`src/rtl/vfr_pkg.sv`:
```
// Shared definitions for the frame-reader packet reader: register map, bit
// positions, FSM encoding and packet type codes.
package vfr_pkg;

    localparam logic [2:0] REG_GO        = 3'd0;
    localparam logic [2:0] REG_STATUS    = 3'd1;
    localparam logic [2:0] REG_INTERRUPT = 3'd2;
    localparam logic [2:0] REG_ADDRESS   = 3'd3;
    localparam logic [2:0] REG_TYPE      = 3'd4;
    localparam logic [2:0] REG_SAMPLES   = 3'd5;
    localparam logic [2:0] REG_WORDS     = 3'd6;

    localparam int unsigned GO_BIT         = 0;
    localparam int unsigned IRQ_EN_BIT     = 1;
    localparam int unsigned RUNNING_BIT    = 0;
    localparam int unsigned IRQ_EOP_BIT    = 1;

    localparam logic [3:0] PKT_TYPE_VIDEO = 4'd0;

    typedef enum logic [1:0] {
        ST_IDLE   = 2'd0,
        ST_HEADER = 2'd1,
        ST_STREAM = 2'd2,
        ST_DONE   = 2'd3
    } vfr_state_e;

endpackage

```
`src/rtl/vfr_packet_reader_fifo.sv`:
```
// Show-ahead read-data FIFO: head word is visible whenever the FIFO is non-empty.
module vfr_packet_reader_fifo #(
    parameter int unsigned DATA_WIDTH = 32,
    parameter int unsigned DEPTH      = 8
) (
    input  logic                         clock,
    input  logic                         reset,
    input  logic                         push,
    input  logic [DATA_WIDTH-1:0]        push_data,
    input  logic                         pop,
    output logic [DATA_WIDTH-1:0]        head,
    output logic [$clog2(DEPTH):0]       count,
    output logic                         full,
    output logic                         empty
);

    localparam int unsigned PTR_W = $clog2(DEPTH);
    localparam logic [PTR_W:0] DEPTH_CNT = (PTR_W + 1)'(DEPTH);

    logic [DATA_WIDTH-1:0] mem [DEPTH];
    logic [PTR_W-1:0]      wr_ptr_q;
    logic [PTR_W-1:0]      rd_ptr_q;
    logic [PTR_W:0]        count_q;
    logic                  do_push;
    logic                  do_pop;

    assign empty   = (count_q == '0);
    assign full    = (count_q == DEPTH_CNT);
    assign do_pop  = pop && !empty;
    // A push into a full FIFO is allowed when a pop frees the slot in the same cycle.
    assign do_push = push && (!full || do_pop);
    assign head    = mem[rd_ptr_q];
    assign count   = count_q;

    always_ff @(posedge clock) begin
        if (do_push) begin
            mem[wr_ptr_q] <= push_data;
        end
    end

    always_ff @(posedge clock or posedge reset) begin
        if (reset) begin
            wr_ptr_q <= '0;
            rd_ptr_q <= '0;
            count_q  <= '0;
        end else begin
            if (do_push) wr_ptr_q <= wr_ptr_q + PTR_W'(1);
            if (do_pop)  rd_ptr_q <= rd_ptr_q + PTR_W'(1);
            case ({do_push, do_pop})
                2'b10:   count_q <= count_q + (PTR_W + 1)'(1);
                2'b01:   count_q <= count_q - (PTR_W + 1)'(1);
                default: count_q <= count_q;
            endcase
        end
    end

endmodule

```
`src/rtl/vfr_packet_reader.sv`:
```
// Packet reader: register slave, pipelined Avalon-MM read master and an
// Avalon-ST source emitting a type header beat followed by the fetched words.
module vfr_packet_reader
    import vfr_pkg::*;
#(
    parameter int unsigned DATA_WIDTH      = 32,
    parameter int unsigned ADDR_WIDTH      = 32,
    parameter int unsigned FIFO_DEPTH      = 8,
    parameter int unsigned MAX_OUTSTANDING = 4
) (
    input  logic                  clock,
    input  logic                  reset,
    input  logic [2:0]            slave_address,
    input  logic                  slave_write,
    input  logic [31:0]           slave_writedata,
    input  logic                  slave_read,
    output logic [31:0]           slave_readdata,
    output logic                  slave_irq,
    output logic [ADDR_WIDTH-1:0] master_address,
    output logic                  master_read,
    input  logic                  master_waitrequest,
    input  logic [DATA_WIDTH-1:0] master_readdata,
    input  logic                  master_readdatavalid,
    output logic [DATA_WIDTH-1:0] dout_data,
    output logic                  dout_valid,
    input  logic                  dout_ready,
    output logic                  dout_startofpacket,
    output logic                  dout_endofpacket
);

    localparam int unsigned CNT_W          = $clog2(FIFO_DEPTH) + 1;
    localparam int unsigned BYTES_PER_WORD = DATA_WIDTH / 8;

    vfr_state_e state_q, state_d;

    logic        go_q, irq_en_q, running_q, irq_stat_q;
    logic [31:0] address_q, samples_q, words_q;
    logic [3:0]  type_q;

    logic [ADDR_WIDTH-1:0] mst_addr_q;
    logic [3:0]            work_type_q;
    logic [31:0]           work_words_q, issued_q, outstanding_q, beat_q;

    logic [DATA_WIDTH-1:0] fifo_head;
    logic [CNT_W-1:0]      fifo_count;
    logic                  fifo_full, fifo_empty, fifo_push;
    logic                  go_accept, wr_go, wr_irq, req_acc, beat_xfer, in_xfer;
    logic [31:0]           credit, rd_mux;

    assign wr_go     = slave_write && (slave_address == REG_GO);
    assign wr_irq    = slave_write && (slave_address == REG_INTERRUPT);
    assign go_accept = (state_q == ST_IDLE) && go_q;
    assign in_xfer   = (state_q == ST_HEADER) || (state_q == ST_STREAM);
    assign credit    = 32'(fifo_count) + outstanding_q;

    // Credit-based issue: words in flight plus words buffered never exceed FIFO capacity.
    assign master_read    = in_xfer && (issued_q < work_words_q)
                          && (outstanding_q < 32'(MAX_OUTSTANDING))
                          && (credit < 32'(FIFO_DEPTH)) && !fifo_full;
    assign master_address = mst_addr_q;
    assign req_acc        = master_read && !master_waitrequest;
    assign fifo_push      = master_readdatavalid && (outstanding_q != '0);
    assign beat_xfer      = (state_q == ST_STREAM) && dout_valid && dout_ready;
    assign slave_irq      = irq_stat_q && irq_en_q;

    vfr_packet_reader_fifo #(
        .DATA_WIDTH (DATA_WIDTH),
        .DEPTH      (FIFO_DEPTH)
    ) u_fifo (
        .clock     (clock),
        .reset     (reset),
        .push      (fifo_push),
        .push_data (master_readdata),
        .pop       (beat_xfer),
        .head      (fifo_head),
        .count     (fifo_count),
        .full      (fifo_full),
        .empty     (fifo_empty)
    );

    // Control/status registers
    always_ff @(posedge clock or posedge reset) begin
        if (reset) begin
            go_q       <= 1'b0;
            irq_en_q   <= 1'b0;
            running_q  <= 1'b0;
            irq_stat_q <= 1'b0;
            address_q  <= '0;
            type_q     <= PKT_TYPE_VIDEO;
            samples_q  <= '0;
            words_q    <= '0;
        end else begin
            if (wr_go) begin
                irq_en_q <= slave_writedata[IRQ_EN_BIT];
                if (state_q == ST_IDLE && !go_q) go_q <= slave_writedata[GO_BIT];
            end
            if (state_q == ST_DONE) go_q <= 1'b0;

            if (go_accept)                 running_q <= 1'b1;
            else if (state_q == ST_DONE)   running_q <= 1'b0;

            // Completion wins over a simultaneous host clear.
            if (state_q == ST_DONE)                               irq_stat_q <= 1'b1;
            else if (wr_irq && slave_writedata[IRQ_EOP_BIT])      irq_stat_q <= 1'b0;

            if (slave_write) begin
                case (slave_address)
                    REG_ADDRESS: address_q <= slave_writedata;
                    REG_TYPE:    type_q    <= slave_writedata[3:0];
                    REG_SAMPLES: samples_q <= slave_writedata;
                    REG_WORDS:   words_q   <= slave_writedata;
                    default: ;
                endcase
            end
        end
    end

    always_comb begin
        rd_mux = '0;
        case (slave_address)
            REG_GO: begin
                rd_mux[GO_BIT]     = go_q;
                rd_mux[IRQ_EN_BIT] = irq_en_q;
            end
            REG_STATUS:    rd_mux[RUNNING_BIT] = running_q;
            REG_INTERRUPT: rd_mux[IRQ_EOP_BIT] = irq_stat_q;
            REG_ADDRESS:   rd_mux = address_q;
            REG_TYPE:      rd_mux = 32'(type_q);
            REG_SAMPLES:   rd_mux = samples_q;
            REG_WORDS:     rd_mux = words_q;
            default:       rd_mux = '0;
        endcase
    end

    always_ff @(posedge clock or posedge reset) begin
        if (reset)           slave_readdata <= '0;
        else if (slave_read) slave_readdata <= rd_mux;
    end

    // Working copy of the packet descriptor plus read-master and beat counters
    always_ff @(posedge clock or posedge reset) begin
        if (reset) begin
            mst_addr_q   <= '0;
            work_type_q  <= '0;
            work_words_q <= '0;
            issued_q     <= '0;
            beat_q       <= '0;
        end else if (go_accept) begin
            mst_addr_q   <= ADDR_WIDTH'(address_q);
            work_type_q  <= type_q;
            work_words_q <= words_q;
            issued_q     <= '0;
            beat_q       <= '0;
        end else begin
            if (req_acc) begin
                mst_addr_q <= mst_addr_q + ADDR_WIDTH'(BYTES_PER_WORD);
                issued_q   <= issued_q + 32'd1;
            end
            if (beat_xfer) beat_q <= beat_q + 32'd1;
        end
    end

    always_ff @(posedge clock or posedge reset) begin
        if (reset) begin
            outstanding_q <= '0;
        end else begin
            case ({req_acc, fifo_push})
                2'b10:   outstanding_q <= outstanding_q + 32'd1;
                2'b01:   outstanding_q <= outstanding_q - 32'd1;
                default: outstanding_q <= outstanding_q;
            endcase
        end
    end

    always_ff @(posedge clock or posedge reset) begin
        if (reset) state_q <= ST_IDLE;
        else       state_q <= state_d;
    end

    always_comb begin
        state_d            = state_q;
        dout_valid         = 1'b0;
        dout_data          = '0;
        dout_startofpacket = 1'b0;
        dout_endofpacket   = 1'b0;
        case (state_q)
            ST_IDLE: begin
                if (go_accept) state_d = ST_HEADER;
            end
            ST_HEADER: begin
                dout_valid         = 1'b1;
                dout_data          = DATA_WIDTH'(work_type_q);
                dout_startofpacket = 1'b1;
                dout_endofpacket   = (work_words_q == '0);
                if (dout_ready) state_d = (work_words_q == '0) ? ST_DONE : ST_STREAM;
            end
            ST_STREAM: begin
                dout_valid       = !fifo_empty;
                dout_data        = fifo_head;
                dout_endofpacket = !fifo_empty && (beat_q == work_words_q - 32'd1);
                if (dout_valid && dout_ready && dout_endofpacket) state_d = ST_DONE;
            end
            ST_DONE: begin
                state_d = ST_IDLE;
            end
            default: state_d = ST_IDLE;
        endcase
    end

endmodule

```
`config.mk`:
```
export PLATFORM = sky130hd
export DESIGN_NAME = vfr_packet_reader
export DESIGN_NICKNAME = d
export VERILOG_FILES = /design/src/rtl/vfr_pkg.sv /design/src/rtl/vfr_packet_reader_fifo.sv /design/src/rtl/vfr_packet_reader.sv
export SDC_FILE = /design/constraint.sdc
export NUM_CORES = 1
export LEC_CHECK = 0
export BUFFER_PORTS_ARGS = -buffer_cell sky130_fd_sc_hd__buf_2
export CAP_MARGIN = 20
export CORE_UTILIZATION = 40
export CTS_CLUSTER_SIZE = 24
export DETAILED_ROUTE_END_ITERATION = 10
export GPL_TIMING_DRIVEN = 0
export SYNTH_ARGS = -nofsm -noshare
export SYNTH_HDL_FRONTEND = slang
export SYNTH_HIERARCHICAL = 1
export SYNTH_SLANG_ARGS = --single-unit
export TNS_END_PERCENT = 100
```
`constraint.sdc`:
```
create_clock -name clock -period 8.5 [get_ports clock]
set_input_delay 0.85 -clock clock [delete_from_list [all_inputs] [get_ports clock]]
set_output_delay 0.85 -clock clock [all_outputs]
set_load 0.1 [all_outputs]
```
# [Word-level counts from Yosys, hierarchy flattened]
# Memory sizes are Yosys's and may differ from the RTL's.
# Index checks and enable logic that the tools add are counted.
[totals] mem_count=1 word_cells=125 inputBits=74 ram_bits=256 output_inout_bits=101 ff_bits=312
[mem_list] memory="u_fifo.mem" depth=8 word_bits=32 rd=1 rd_ports_with_merged_regs=0 write_ports=1 line_no="vfr_packet_reader_fifo.sv:20" rtl="logic [DATA_WIDTH-1:0] mem [DEPTH];"
[classes] add_sub_neg=11 n_eq_ne=18 n_mux=29 magnitude_cmp=3 n_reduce_logical=44
[op_table] operator="$mux W32" n=6
[op_table] operator="$pmux W32 S2" n=2
[op_table] operator="$pmux W30 S4" n=1
[op_table] operator="$add A32 B1 Y32 const B" n=3
[op_table] operator="$sub A32 B1 Y32 const B" n=2
[op_table] operator="$add A32 B3 Y32 const B" n=1
[op_table] operator="$add A4 B32 Y32" n=1
[op_table] operator="$eq A32 B32 Y1" n=1
[op_table] operator="$logic_not A32 Y1" n=1
[op_table] operator="$lt A32 B3 Y1 const B" n=1
[op_table] operator="$lt A32 B32 Y1" n=1
[op_table] operator="$lt A32 B4 Y1 const B" n=1
[op_table] operator="$reduce_bool A32 Y1" n=1
[op_table] operator="$logic_and A1 B1 Y1" n=19
[op_table] operator="$reduce_bool A2 Y1" n=8
[op_table] operator="$pmux W1 S6" n=2
[op_table] operator="$mux W1" n=11
[op_table] operator="$reduce_and A2 Y1" n=5
[op_table] operator="$eq A3 B3 Y1 const B" n=3
[op_table] operator="$eq A2 B2 Y1 const B" n=4
[op_table] operator="$pmux W2 S4" n=1
[op_table] operator="$pmux W4 S2" n=1
[op_table] operator="$add A3 B1 Y3 const B" n=2
[op_table] operator="$eq A2 B1 Y1 const B" n=3
[op_table] operator="other kinds (15)" n=24

# [Logic depth before layout (Yosys ltp)]
# Gate-level depths: netlist of the first run.
[depth] word_depth=10 depth_mapped=23 mapped_depth_nobuf=22

# [Modules after synthesis]
# The synthesis of the first run kept the hierarchy.
[modules_own_cells] module="vfr_packet_reader" cells_each=1803 n_inst=1 seq_area_each_um2=7557.2 area_per_inst_um2=17289.1
[modules_own_cells] module="vfr_packet_reader_fifo" cells_each=442 n_inst=1 seq_area_each_um2=7937.6 area_per_inst_um2=10401.2

# [Least setup slack after synthesis of the first run]
# OpenSTA, ideal clock, no wires.
[synth_timing] path_type="register -> register" startpoint="register work_words_q[5]" endpoint="register outstanding_q[31]" n_path_buf=1 setup_time_ns=0.131 period_less_slack_ns=8.176 slack_ns=0.324 stages_incl_launch_ff=22 required_time_ns=8.369 arrival_time_ns=8.045 path_cell_list="dfrtp_1 > buf_6 > inv_1 > ha_1 > a21o_1 > a21o_1 > a21oi_1 > o21ai_0 > a21oi_1 > o21ai_0 > nor4_1 > nand2b_1 > ha_1 > ha_1 > a211o_1 > a211o_1 > a21bo_2 > and4_1 > or2_2 > a221oi_1 > a211oi_1 > or3_1"
[synth_via] elab_chain_len=8 word_cells_on_any_way=10 cone_classes="1 x order compare; 2 x eq/ne; 1 x mux; 6 x reduce/logical"
[synth_rtl] item="start, declared" line_no="vfr_packet_reader.sv:42" rtl="logic [31:0] work_words_q, issued_q, outstanding_q, beat_q;"
[synth_rtl] item="start signal, assigned" line_no="vfr_packet_reader.sv:151" rtl="work_words_q <= words_q;"
[synth_rtl] item="$lt A32 B32 Y1 *" line_no="vfr_packet_reader.sv:57" rtl="assign master_read = in_xfer && (issued_q < work_words_q)"
[synth_rtl] item="$logic_and A1 B1 Y1 *" line_no="vfr_packet_reader.sv:57"
[synth_rtl] item="$logic_and A1 B1 Y1 *" line_no="vfr_packet_reader.sv:58" rtl="&& (outstanding_q < 32'(MAX_OUTSTANDING))"
[synth_rtl] item="$logic_and A1 B1 Y1 * (2 in series)" line_no="vfr_packet_reader.sv:59" rtl="&& (credit < 32'(FIFO_DEPTH)) && !fifo_full;"
[synth_rtl] item="net master_read" line_no="vfr_packet_reader.sv:20" rtl="output logic master_read,"
[synth_rtl] item="$logic_and A1 B1 Y1 *" line_no="vfr_packet_reader.sv:61" rtl="assign req_acc = master_read && !master_waitrequest;"
[synth_rtl] item="$eq A2 B1 Y1 / $eq A2 B2 Y1 (equally long branches)" line_no="vfr_packet_reader.sv:167" rtl="case ({req_acc, fifo_push})"
[synth_rtl] item="$pmux W32 S2 / $reduce_bool A2 Y1 (equally long branches)"
[synth_rtl] item="end signal, assigned" line_no="vfr_packet_reader.sv:168" rtl="2'b10: outstanding_q <= outstanding_q + 32'd1;"
[synth_rtl] item="end signal, assigned" line_no="vfr_packet_reader.sv:169" rtl="2'b01: outstanding_q <= outstanding_q - 32'd1;"
[synth_rtl] item="end signal, assigned" line_no="vfr_packet_reader.sv:170" rtl="default: outstanding_q <= outstanding_q;"
[synth_rtl] item="end, declared" line_no="vfr_packet_reader.sv:42"
# Mark *: on every way through the listed nets, which the timed path passes. The rest lies on a longest branch.
# A chain may end at the register's enable or synchronous reset.

# [Final worst setup path of the first run]
[layout_timing] startpoint="register work_words_q[9]" endpoint="register outstanding_q[28]"
[layout_via] elab_chain_len=8 word_cells_on_any_way=10 cone_classes="1 x order compare; 2 x eq/ne; 1 x mux; 6 x reduce/logical"
[layout_rtl] item="$lt A32 B32 Y1 *" line_no="vfr_packet_reader.sv:57"
[layout_rtl] item="$logic_and A1 B1 Y1 *" line_no="vfr_packet_reader.sv:57"
[layout_rtl] item="$logic_and A1 B1 Y1 *" line_no="vfr_packet_reader.sv:58"
[layout_rtl] item="$logic_and A1 B1 Y1 * (2 in series)" line_no="vfr_packet_reader.sv:59"
[layout_rtl] item="$logic_and A1 B1 Y1 *" line_no="vfr_packet_reader.sv:61"
[layout_rtl] item="$eq A2 B1 Y1 / $eq A2 B2 Y1 (equally long branches)" line_no="vfr_packet_reader.sv:167"
[layout_rtl] item="$pmux W32 S2 / $reduce_bool A2 Y1 (equally long branches)"
# Every way passes the cells marked *; elsewhere a longest branch is shown, timed or not.

==> results of run 1 <==
[layout by cell type, fill, tap and decap left out, drive strengths merged, types with 39 or more instances in the layout]
master,instances
nand3,57
edfxtp,256
buf,221
inv,108
dfrtp,312
mux4,65
mux2,138
a21oi,45
xor2,50
nand2,186
xnor2,114
o21ai,125
and2,39
nor2,122
clkbuf,165
nor4,39
ha,78
[worst max-delay path: cells and delay by family, from the launching register on]
| family | cells | cell delay (ns) |
|---|---|---|
| xor gates and xnor gates | 1 | 0.18 |
| AOI/OAI and AO/OA | 11 | 2.81 |
| adders and majority gates | 3 | 1.09 |
| DFF | 1 | 0.48 |
| buffers and inverters | 2 | 0.37 |
| and+or+nand+nor | 4 | 1.08 |
[through the flow]
step           instances  area (um^2)  hold slack (ns)  utilization
2_1_floorplan       2245        27700            0.446            -
3_3_place_gp        3349        29700            0.467        0.433
3_5_place_dp        3372        30200            0.457        0.440
4_1_cts             3488        32300            0.196        0.471
5_1_grt             3490        32300            0.237        0.471
6_report            3490        32300            0.236        0.471
[state kept, by name, summed over array words and instances, names as in the netlist, 2 cells and up]
name             count
slave_readdata      32
u_fifo/mem         256
words_q             32
state_q              2
master_address      32
outstanding_q       32
u_fifo/rd_ptr_q      3
work_type_q          4
u_fifo/count         4
issued_q            32
address_q           32
type_q               4
u_fifo/wr_ptr_q      3
samples_q           32
work_words_q        32
beat_q              32
[worst max path at each step]
| stage | endpoint | slack, ns | startpoint | cells after the start |
|---|---|---|---|---|
| after global routing | outstanding_q[28]$_DFFE_PP0P_ | 1.76 | work_words_q[9]$_DFFE_PP0P_ | 21 |
| after detailed placement | outstanding_q[28]$_DFFE_PP0P_ | 2.41 | work_words_q[9]$_DFFE_PP0P_ | 21 |
| final | outstanding_q[28]$_DFFE_PP0P_ | 2.30 | work_words_q[9]$_DFFE_PP0P_ | 21 |
| after global placement | u_fifo/mem[0][15]$_DFFE_PP_ | 1.21 | state_q[1]$_DFFE_PP0P_ | 9 |
| after floorplan | outstanding_q[31]$_DFFE_PP0P_ | 0.32 | work_words_q[5]$_DFFE_PP0P_ | 21 |
| after CTS | outstanding_q[28]$_DFFE_PP0P_ | 2.29 | work_words_q[9]$_DFFE_PP0P_ | 21 |
[cell type report]
cell class / count / area, um^2
Buffer: 107 / 488
Clock inverter: 34 / 425
Clock buffer: 82 / 1670
Tap cell: 931 / 1160
Timing Repair Buffer: 197 / 1280
Sequential cell: 568 / 15500
Inverter: 109 / 413
Fill cell: 6141 / 36300
Antenna cell: 1 / 2.50
Multi-Input combinational cell: 1461 / 11400
[logic make-up (layout without fill, tap and decap cells)]
group / count (synthesis) / in the layout / synth area share
buffers and inverters: 216 / 529 / 0.0324
multiplexers: 220 / 220 / 0.119
flip-flops: 568 / 568 / 0.560
other: 0 / 1 / 0
AO/OA/AOI/OAI: 373 / 373 / 0.0879
adder cells (fa/ha/maj): 80 / 80 / 0.0367
XOR/XNOR: 164 / 164 / 0.0519
AND/OR/NAND/NOR: 624 / 624 / 0.113
[power breakdown]
group          switching [mW]  total (mW)  internal [mW]
clock                    1.13        2.73           1.60
combinational            3.00        4.58           1.59
sequential              0.423        3.85           3.42
[layer usage]
layer  track usage  vias to the layer above
met5             0                        -
met4        0.0550                        2
met3        0.0321                      109
met2         0.314                      491
met1         0.286                     9483
li1              -                     8795
==> insert_results.sql, run 1 <==
INSERT INTO impl_metrics (metric_group, metric, value, unit) VALUES
('clock_tree', 'clk-insertion-delay-late', '0.66', 'ns'),
('timing', 'max_slew.worst_pin.slew', '0.912', 'ns'),
('flow_run', 'drv.max_cap_violation_count', '0', ''),
('synth', 'netlist.area_leader.share', '0.282', ''),
('clock_tree', 'cts_buffer_depth', '3', ''),
('routing', 'drc_errors', '0', ''),
('routing', 'final_antenna_net_count', '0', ''),
('synth', 'synth.yosys.warnings', '6', ''),
('min_path', 'holdCritPathClass', 'in -> async', ''),
('floorplan', 'number_of_placement_rows', '96', ''),
('placement', 'port_buffers', '173', ''),
('global_route', 'grt.total_usage', '0.200', ''),
('floorplan', 'placeableCoreArea', '68600', 'um^2'),
('timing', 'final_number_of_hold_violating_endpoints', '0', ''),
('synth', 'synth_ff_type', 'sky130_fd_sc_hd__dfrtp_1', ''),
('routing', 'finalWirelength', '70100', 'um'),
('worst_setup_path', 'r2r_setup_slack', '2.30', 'ns'),
('floorplan', 'number_of_top_level_design_ports', '175', ''),
('worst_setup_path', 'crit_path_max_incr_delay', '0.48', 'ns'),
('floorplan', 'effective_utilization_at_floorplan', '0.404', ''),
('floorplan', 'dieHeight', '265', 'um'),
('global_route', 'largest_net_degree_at_the_start_of_global_routing', '43', ''),
('synth', 'synth.net_count', '2399', ''),
('timing', 'worst_path_setup_slack_after_routing', '2.30', 'ns'),
('floorplan', 'floorplan.die_area', '70300', 'um^2'),
('clock_tree', 'cts_htree_levels', '2', ''),
('clock_tree', 'cts_root_buf', 'sky130_fd_sc_hd__clkbuf_16', ''),
('worst_setup_path', 'crit-reg2reg-capture', 'outstanding_q[28]$_DFFE_PP0P_', ''),
('synth', 'synth.ff_latch_count', '568', ''),
('worst_setup_path', 'worst_ep_required_time', '8.96', 'ns'),
('worst_setup_path', 'critical-path-slowest-cell', 'sky130_fd_sc_hd__dfrtp_1', ''),
('placement', 'detailedPlacementHpwl', '51100', 'um'),
('synth', 'synthDistinctLibCells', '82', ''),
('synth', 'syn-cell-area', '27700', 'um^2'),
('routing', 'drt-met1-wl', '32300', 'um'),
('routing', 'met2_length', '32100', 'um'),
('worst_setup_path', 'worstReg2RegStart', 'work_words_q[9]$_DFFE_PP0P_', ''),
('synth', 'synth.cells.most_frequent', 'sky130_fd_sc_hd__dfrtp_1 (312), sky130_fd_sc_hd__edfxtp_1 (256), sky130_fd_sc_hd__nand2_1 (186)', ''),
('status', 'outcome', 'completed', ''),
('power_and_ir_drop', 'power_density', '346', 'nW/um^2'),
('placement', 'setup_ws_pre_cts', '2.41', 'ns'),
('timing', 'timing.slew.headroom', '0.392', ''),
('synth', 'synth_area_leaders', 'sky130_fd_sc_hd__dfrtp_1 (28%), sky130_fd_sc_hd__edfxtp_1 (28%), sky130_fd_sc_hd__mux2_2 (5.5%)', ''),
('global_route', 'grt_pass1_vias', '18900', ''),
('synth', 'synth_async_sr_flop_share', '0.549', ''),
('worst_setup_path', 'timing.reg2reg.worst_path_depth', '21', ''),
('worst_setup_path', 'setup.worst_path.start_class', 'register', ''),
('worst_setup_path', 'arrival', '6.65', 'ns'),
('synth', 'post_synth.cell_area_avg', '12.3', 'um^2'),
('timing', 'finalMaxSlewViolations', '0', ''),
('synth', 'yosysTopAreaCell', 'sky130_fd_sc_hd__dfrtp_1', ''),
('synth', 'yosysSeqAreaShare', '0.560', ''),
('global_route', 'grt_antenna_before_repair', '7', ''),
('clock_tree', 'clock-sinks', '568', ''),
('timing', 'fin_crit', '6.20', 'ns'),
('layout', 'post_route_cells_drive_above_1_share', '0.200', ''),
('worst_setup_path', 'worst_setup_path_type', 'reg -> reg', ''),
('clock_tree', 'ctsResizeCount', '0', ''),
('routing', 'vias_per_instance', '5.41', ''),
('clock_tree', 'tritoncts', 'done', ''),
('routing', 'dr_wl_met3', '4010', 'um'),
('synth', 'synthesis.instances', '2245', ''),
('timing', 'grt_setup_unrepaired', 'no', ''),
('synth', 'most_frequently_used_cell_type_in_the_post_synthesis_netlist', 'sky130_fd_sc_hd__dfrtp_1', ''),
('routing', 'initialDrtViolationCount', '1414', ''),
('routing', 'via_count', '18900', ''),
('floorplan', 'dieWidth', '265', 'um'),
('worst_setup_path', 'worstSetupEndpointType', 'register', ''),
('timing', 'finalSetupViolations', '0', ''),
('clock_tree', 'cts_hold_buf', '0', ''),
('timing', 'final.setup_skew', '0.0692', 'ns');
(Power assumes the default switching activity.)
==> run 2: changes to the inputs <==
--- a/config.mk
+++ b/config.mk
@@ -5,6 +5,7 @@
 export SDC_FILE = /design/constraint.sdc
 export NUM_CORES = 1
 export LEC_CHECK = 0
+export ABC_AREA = 1
 export BUFFER_PORTS_ARGS = -buffer_cell sky130_fd_sc_hd__buf_2
 export CAP_MARGIN = 20
 export CORE_UTILIZATION = 40
==> constraint.sdc (replaced) <==
create_clock -name clock -period 5.3 [get_ports clock]
set_input_delay 0.53 -clock clock [delete_from_list [all_inputs] [get_ports clock]]
set_output_delay 0.53 -clock clock [all_outputs]
set_load 0.1 [all_outputs]
==> run 2 against run 1 <==
The run now ends with design-rule violations left. Non-clock buffer count up 36. Synthesized area rose by 6.7%. Count of clock-buffer cells in the layout shrank 6. Fmax grew 24%. Worst hold slack worse by 0.081 ns. Synthesized cell count rose by 54%. Clock skew fell by 0.044 ns. Register-to-register slack got worse by 2.0 ns. Setup slack worse by 2.0 ns. Final area increased by 5.9%. Utilization shrank 0.30 points.
==> insert_results.sql, run 2 <==
INSERT INTO impl_metrics (metric_group, metric, value, unit) VALUES
('synth', 'synth.cells.most_frequent', 'sky130_fd_sc_hd__nand2_1 (933), sky130_fd_sc_hd__o21ai_0 (362), sky130_fd_sc_hd__nor2_1 (358)', ''),
('worst_setup_path', 'crit_top_cell', 'sky130_fd_sc_hd__nand2_1', ''),
('placement', 'globalplace.congestion', '0.943', ''),
('global_route', 'grt.total_usage', '0.239', ''),
('global_route', 'largest_net_degree_at_the_start_of_global_routing', '40', ''),
('synth', 'yosysTopAreaCell', 'sky130_fd_sc_hd__dfrtp_1', ''),
('timing', 'setup-tns-final', '0', 'ns'),
('synth', 'largest_family_of_logic_cells_by_synthesized_area', 'simple AND/OR/NAND/NOR gates', ''),
('synth', 'synth.net_count', '3622', ''),
('worst_setup_path', 'crit-reg2reg-capture', 'outstanding_q[28]$_DFFE_PP0P_', ''),
('worst_setup_path', 'r2r_setup_slack', '0.32', 'ns'),
('layout', 'max_ffs_per_register', '256', ''),
('floorplan', 'number_of_placement_rows', '99', ''),
('clock_tree', 'worst_setup_hold_path_clk_slew', '0.06', 'ns'),
('synth', 'netlist.area_leader.share', '0.264', ''),
('clock_tree', 'cts_root_buf', 'sky130_fd_sc_hd__clkbuf_16', ''),
('timing', 'final_number_of_hold_violating_endpoints', '0', ''),
('power_and_ir_drop', 'vdd_drop_max', '0.000331', 'V'),
('layout', 'post_route_cells_drive_above_1_share', '0.106', ''),
('power_and_ir_drop', 'total_power_draw', '17.6', 'mW'),
('synth', 'post_synth.cell_area_avg', '8.52', 'um^2'),
('layout', 'layout_common_cells', 'sky130_fd_sc_hd__nand2_1 (933), sky130_fd_sc_hd__o21ai_0 (361), sky130_fd_sc_hd__nor2_1 (354), sky130_fd_sc_hd__dfrtp_1 (312), sky130_fd_sc_hd__inv_1 (306)', ''),
('global_route', 'grt_antenna_before_repair', '11', ''),
('routing', 'initialDrtViolationCount', '2073', ''),
('layout', 'final_core_util', '0.468', ''),
('floorplan', 'effective_utilization_at_floorplan', '0.404', ''),
('floorplan', 'placeableCoreArea', '73100', 'um^2'),
('worst_setup_path', 'setup.worst_path.start_class', 'register', ''),
('status', 'outcome', 'finished, violations left', ''),
('timing', 'finalCritPeriodShare', '0.940', ''),
('synth', 'synth.area.mux_share', '0.0116', ''),
('global_route', 'grt-ovfl-total', '0', ''),
('routing', 'drc_errors', '24', ''),
('worst_setup_path', 'critical-path-slowest-cell', 'sky130_fd_sc_hd__nor4_2', ''),
('placement', 'port_buffers', '173', ''),
('routing', 'finalWirelength', '89900', 'um'),
('clock_tree', 'cts_htree_levels', '2', ''),
('synth', 'simple_gate_area_share_of_the_yosys_netlist', '0.236', ''),
('synth', 'synth_area_leaders', 'sky130_fd_sc_hd__dfrtp_1 (26%), sky130_fd_sc_hd__edfxtp_1 (26%), sky130_fd_sc_hd__nand2_1 (12%)', ''),
('global_route', 'grt_pass1_vias', '23500', ''),
('synth', 'yosysSeqAreaShare', '0.524', ''),
('status', 'violated_checks', 'design-rule violations', ''),
('worst_setup_path', 'worstReg2RegStart', 'u_fifo/count[2]$_DFFE_PP0P_', ''),
('synth', 'synth.ff_latch_count', '568', ''),
('timing', 'finalSetupViolations', '0', ''),
('floorplan', 'number_of_top_level_design_ports', '175', ''),
('clock_tree', 'tritoncts', 'done', ''),
('min_path', 'min_delay_worst_endpoint', 'u_fifo/mem[5][21]$_DFFE_PP_', ''),
('routing', 'final_antenna_net_count', '0', ''),
('synth', 'synthesis.instances', '3468', ''),
('synth', 'synth_ff_type', 'sky130_fd_sc_hd__dfrtp_1', ''),
('routing', 'via_count', '24800', ''),
('min_path', 'holdCritPathClass', 'in -> reg', ''),
('worst_setup_path', 'worst_ep_required_time', '5.82', 'ns'),
('timing', 'maximum_clock_frequency', '0.201', 'GHz'),
('routing', 'average_wire_length_per_cell_after_detail_routing', '18.9', 'um'),
('worst_setup_path', 'worst_setup_path_type', 'reg -> reg', ''),
('timing', 'final.setup_skew', '0.0254', 'ns'),
('global_route', 'grt_first_pass_wirelength', '137000', 'um'),
('clock_tree', 'clock-sinks', '568', ''),
('worst_setup_path', 'critPathMaxFanout', '11', ''),
('worst_setup_path', 'crit_path_max_incr_delay', '0.51', 'ns'),
('clock_tree', 'tritoncts.num_buffers', '61', ''),
('synth', 'most_frequently_used_cell_type_in_the_post_synthesis_netlist', 'sky130_fd_sc_hd__nand2_1', ''),
('floorplan', 'floorplan.die_area', '75000', 'um^2'),
('power_and_ir_drop', 'leakagePower', '15.3', 'nW'),
('routing', 'vias_per_instance', '5.22', ''),
('timing', 'timing.slew.headroom', '0.350', ''),
('clock_tree', 'cts_buffer_depth', '3', ''),
('synth', 'synth-edff-count', '256', ''),
('synth', 'synth_async_sr_flop_share', '0.549', ''),
('timing', 'max_slew.worst_pin.slew', '0.975', 'ns'),
('synth', 'synth-xor-area-share', '0.0273', ''),
('worst_setup_path', 'timing.reg2reg.worst_path_depth', '25', ''),
('floorplan', 'dieWidth', '274', 'um'),
('synth', 'synth.yosys.warnings', '6', ''),
('layout', 'syn2layout_area_growth', '15.7', '%'),
('timing', 'finalMaxSlewViolations', '0', ''),
('clock_tree', 'clk-insertion-delay-late', '0.64', 'ns'),
('worst_setup_path', 'arrival', '5.50', 'ns'),
('layout', 'largest_register', 'u_fifo/mem', ''),
('placement', 'detailedPlacementHpwl', '68000', 'um'),
('synth', 'synthDistinctLibCells', '60', ''),
('power_and_ir_drop', 'power_density', '515', 'nW/um^2'),
('synth', 'synth_adder_area_share', '0.0344', ''),
('synth', 'syn-cell-area', '29600', 'um^2'),
('routing', 'drt_pass1_iterations', '9', ''),
('floorplan', 'dieHeight', '274', 'um'),
('flow_run', 'drv.max_cap_violation_count', '0', ''),
('layout', 'most_frequent_standard_cell_in_the_layout_excluding_fill_and_tap_cells', 'sky130_fd_sc_hd__nand2_1', ''),
('timing', 'fin_crit', '4.98', 'ns'),
('min_path', 'whs_path_depth', '1', ''),
('timing', 'timing.hold.ws', '0.155', 'ns'),
('worst_setup_path', 'worstSetupEndpointType', 'register', ''),
('timing', 'grt_setup_unrepaired', 'no', ''),
('synth', 'compound_gate_fraction_of_synth_area', '0.105', ''),
('min_path', 'worst_hold_startpoint', 'master_readdata[21]', ''),
('layout', 'layout.nets', '3887', '');
[run 2: changes by cell type in the layout (fill, tap and decap cells not counted), sizes merged, moves of 64 or more]
| cell | previous run | this run |
|---|---|---|
| nand2 | 186 | 942 |
| o21ai | 125 | 385 |
| nor2 | 122 | 371 |
| inv | 108 | 314 |
| mux2 | 138 | 2 |
| nand3 | 57 | 179 |
| xnor2 | 114 | 35 |
| mux4 | 65 | 0 |
| a21oi | 45 | 109 |
[run 2: worst max path at each step]
stage / startpoint / end / slack [ns] / depth (start not counted)
3_3_place_gp: state_q[0]$_DFFE_PP0P_ / u_fifo/mem[3][13]$_DFFE_PP_ / -2.28 / 11
5_1_grt: work_words_q[14]$_DFFE_PP0P_ / outstanding_q[28]$_DFFE_PP0P_ / 0.03 / 30
6_report: u_fifo/count[2]$_DFFE_PP0P_ / outstanding_q[28]$_DFFE_PP0P_ / 0.32 / 25
4_1_cts: work_words_q[14]$_DFFE_PP0P_ / outstanding_q[28]$_DFFE_PP0P_ / 0.03 / 30
3_5_place_dp: outstanding_q[2]$_DFFE_PP0P_ / outstanding_q[28]$_DFFE_PP0P_ / -0.58 / 24
2_1_floorplan: state_q[1]$_DFFE_PP0P_ / u_fifo/mem[3][0]$_DFFE_PP_ / -0.98 / 10
[run 2: kinds of logic after synthesis]
kind of cell	count (synthesis)
and+or+nand+nor	1659
muxes	34
buffers and inverters	453
DFF	568
xor gates and xnor gates	92
AOI/OAI and AO/OA	582
adders and majority gates	80
[run 2: layout make-up]
type	instances	area, um^2
fill	7173	38900
sequential	568	15500
multi-input combinational	2447	12300
clock buffer	76	1610
timing repair buffer	202	1340
tap	959	1200
inverter	315	1190
buffer	138	643
clock inverter	38	385
antenna	5	12.5
[run 2: what timing repair did]
item,CTS,global route
setup endpoints to repair,23,5
hold buffers,1,0
buffers inserted,0,3
hold endpoints to repair,10,0
resized for setup,3,4
[run 2: routing by layer]
| metal | wire length, um | track usage |
|---|---|---|
| met5 | 48 | 0 |
| met4 | 2190 | 0.0654 |
| met1 | 41200 | 0.342 |
| met2 | 39700 | 0.365 |
| met3 | 6870 | 0.0493 |
[run 2: power by group]
part | total, mW | switching [mW] | leakage, nW | internal (mW)
sequential | 6.10 | 0.675 | 6.38 | 5.42
clock | 4.26 | 1.81 | 0.962 | 2.45
combinational | 7.26 | 5.26 | 8.01 | 2.00
total | 17.6 | 7.74 | 15.3 | 9.88
[run 2: critical path, delay by kind of cell (launching register included)]
family                     cells  cell delay, ns
AOI/OAI and AO/OA              4            0.90
xor gates and xnor gates       1            0.17
adders and majority gates      3            0.87
buffers and inverters          4            0.69
DFF                            1            0.43
and+or+nand+nor               13            1.81
[run 2: stage by stage]
stage,worst slack [ns],instances,cell area [um^2]
4_1_cts,0.0250,4740,34200
6_report,0.319,4748,34200
3_3_place_gp,-2.28,4600,31600
2_1_floorplan,-0.979,3468,29600
3_5_place_dp,-0.576,4625,32100
5_1_grt,0.0282,4745,34200
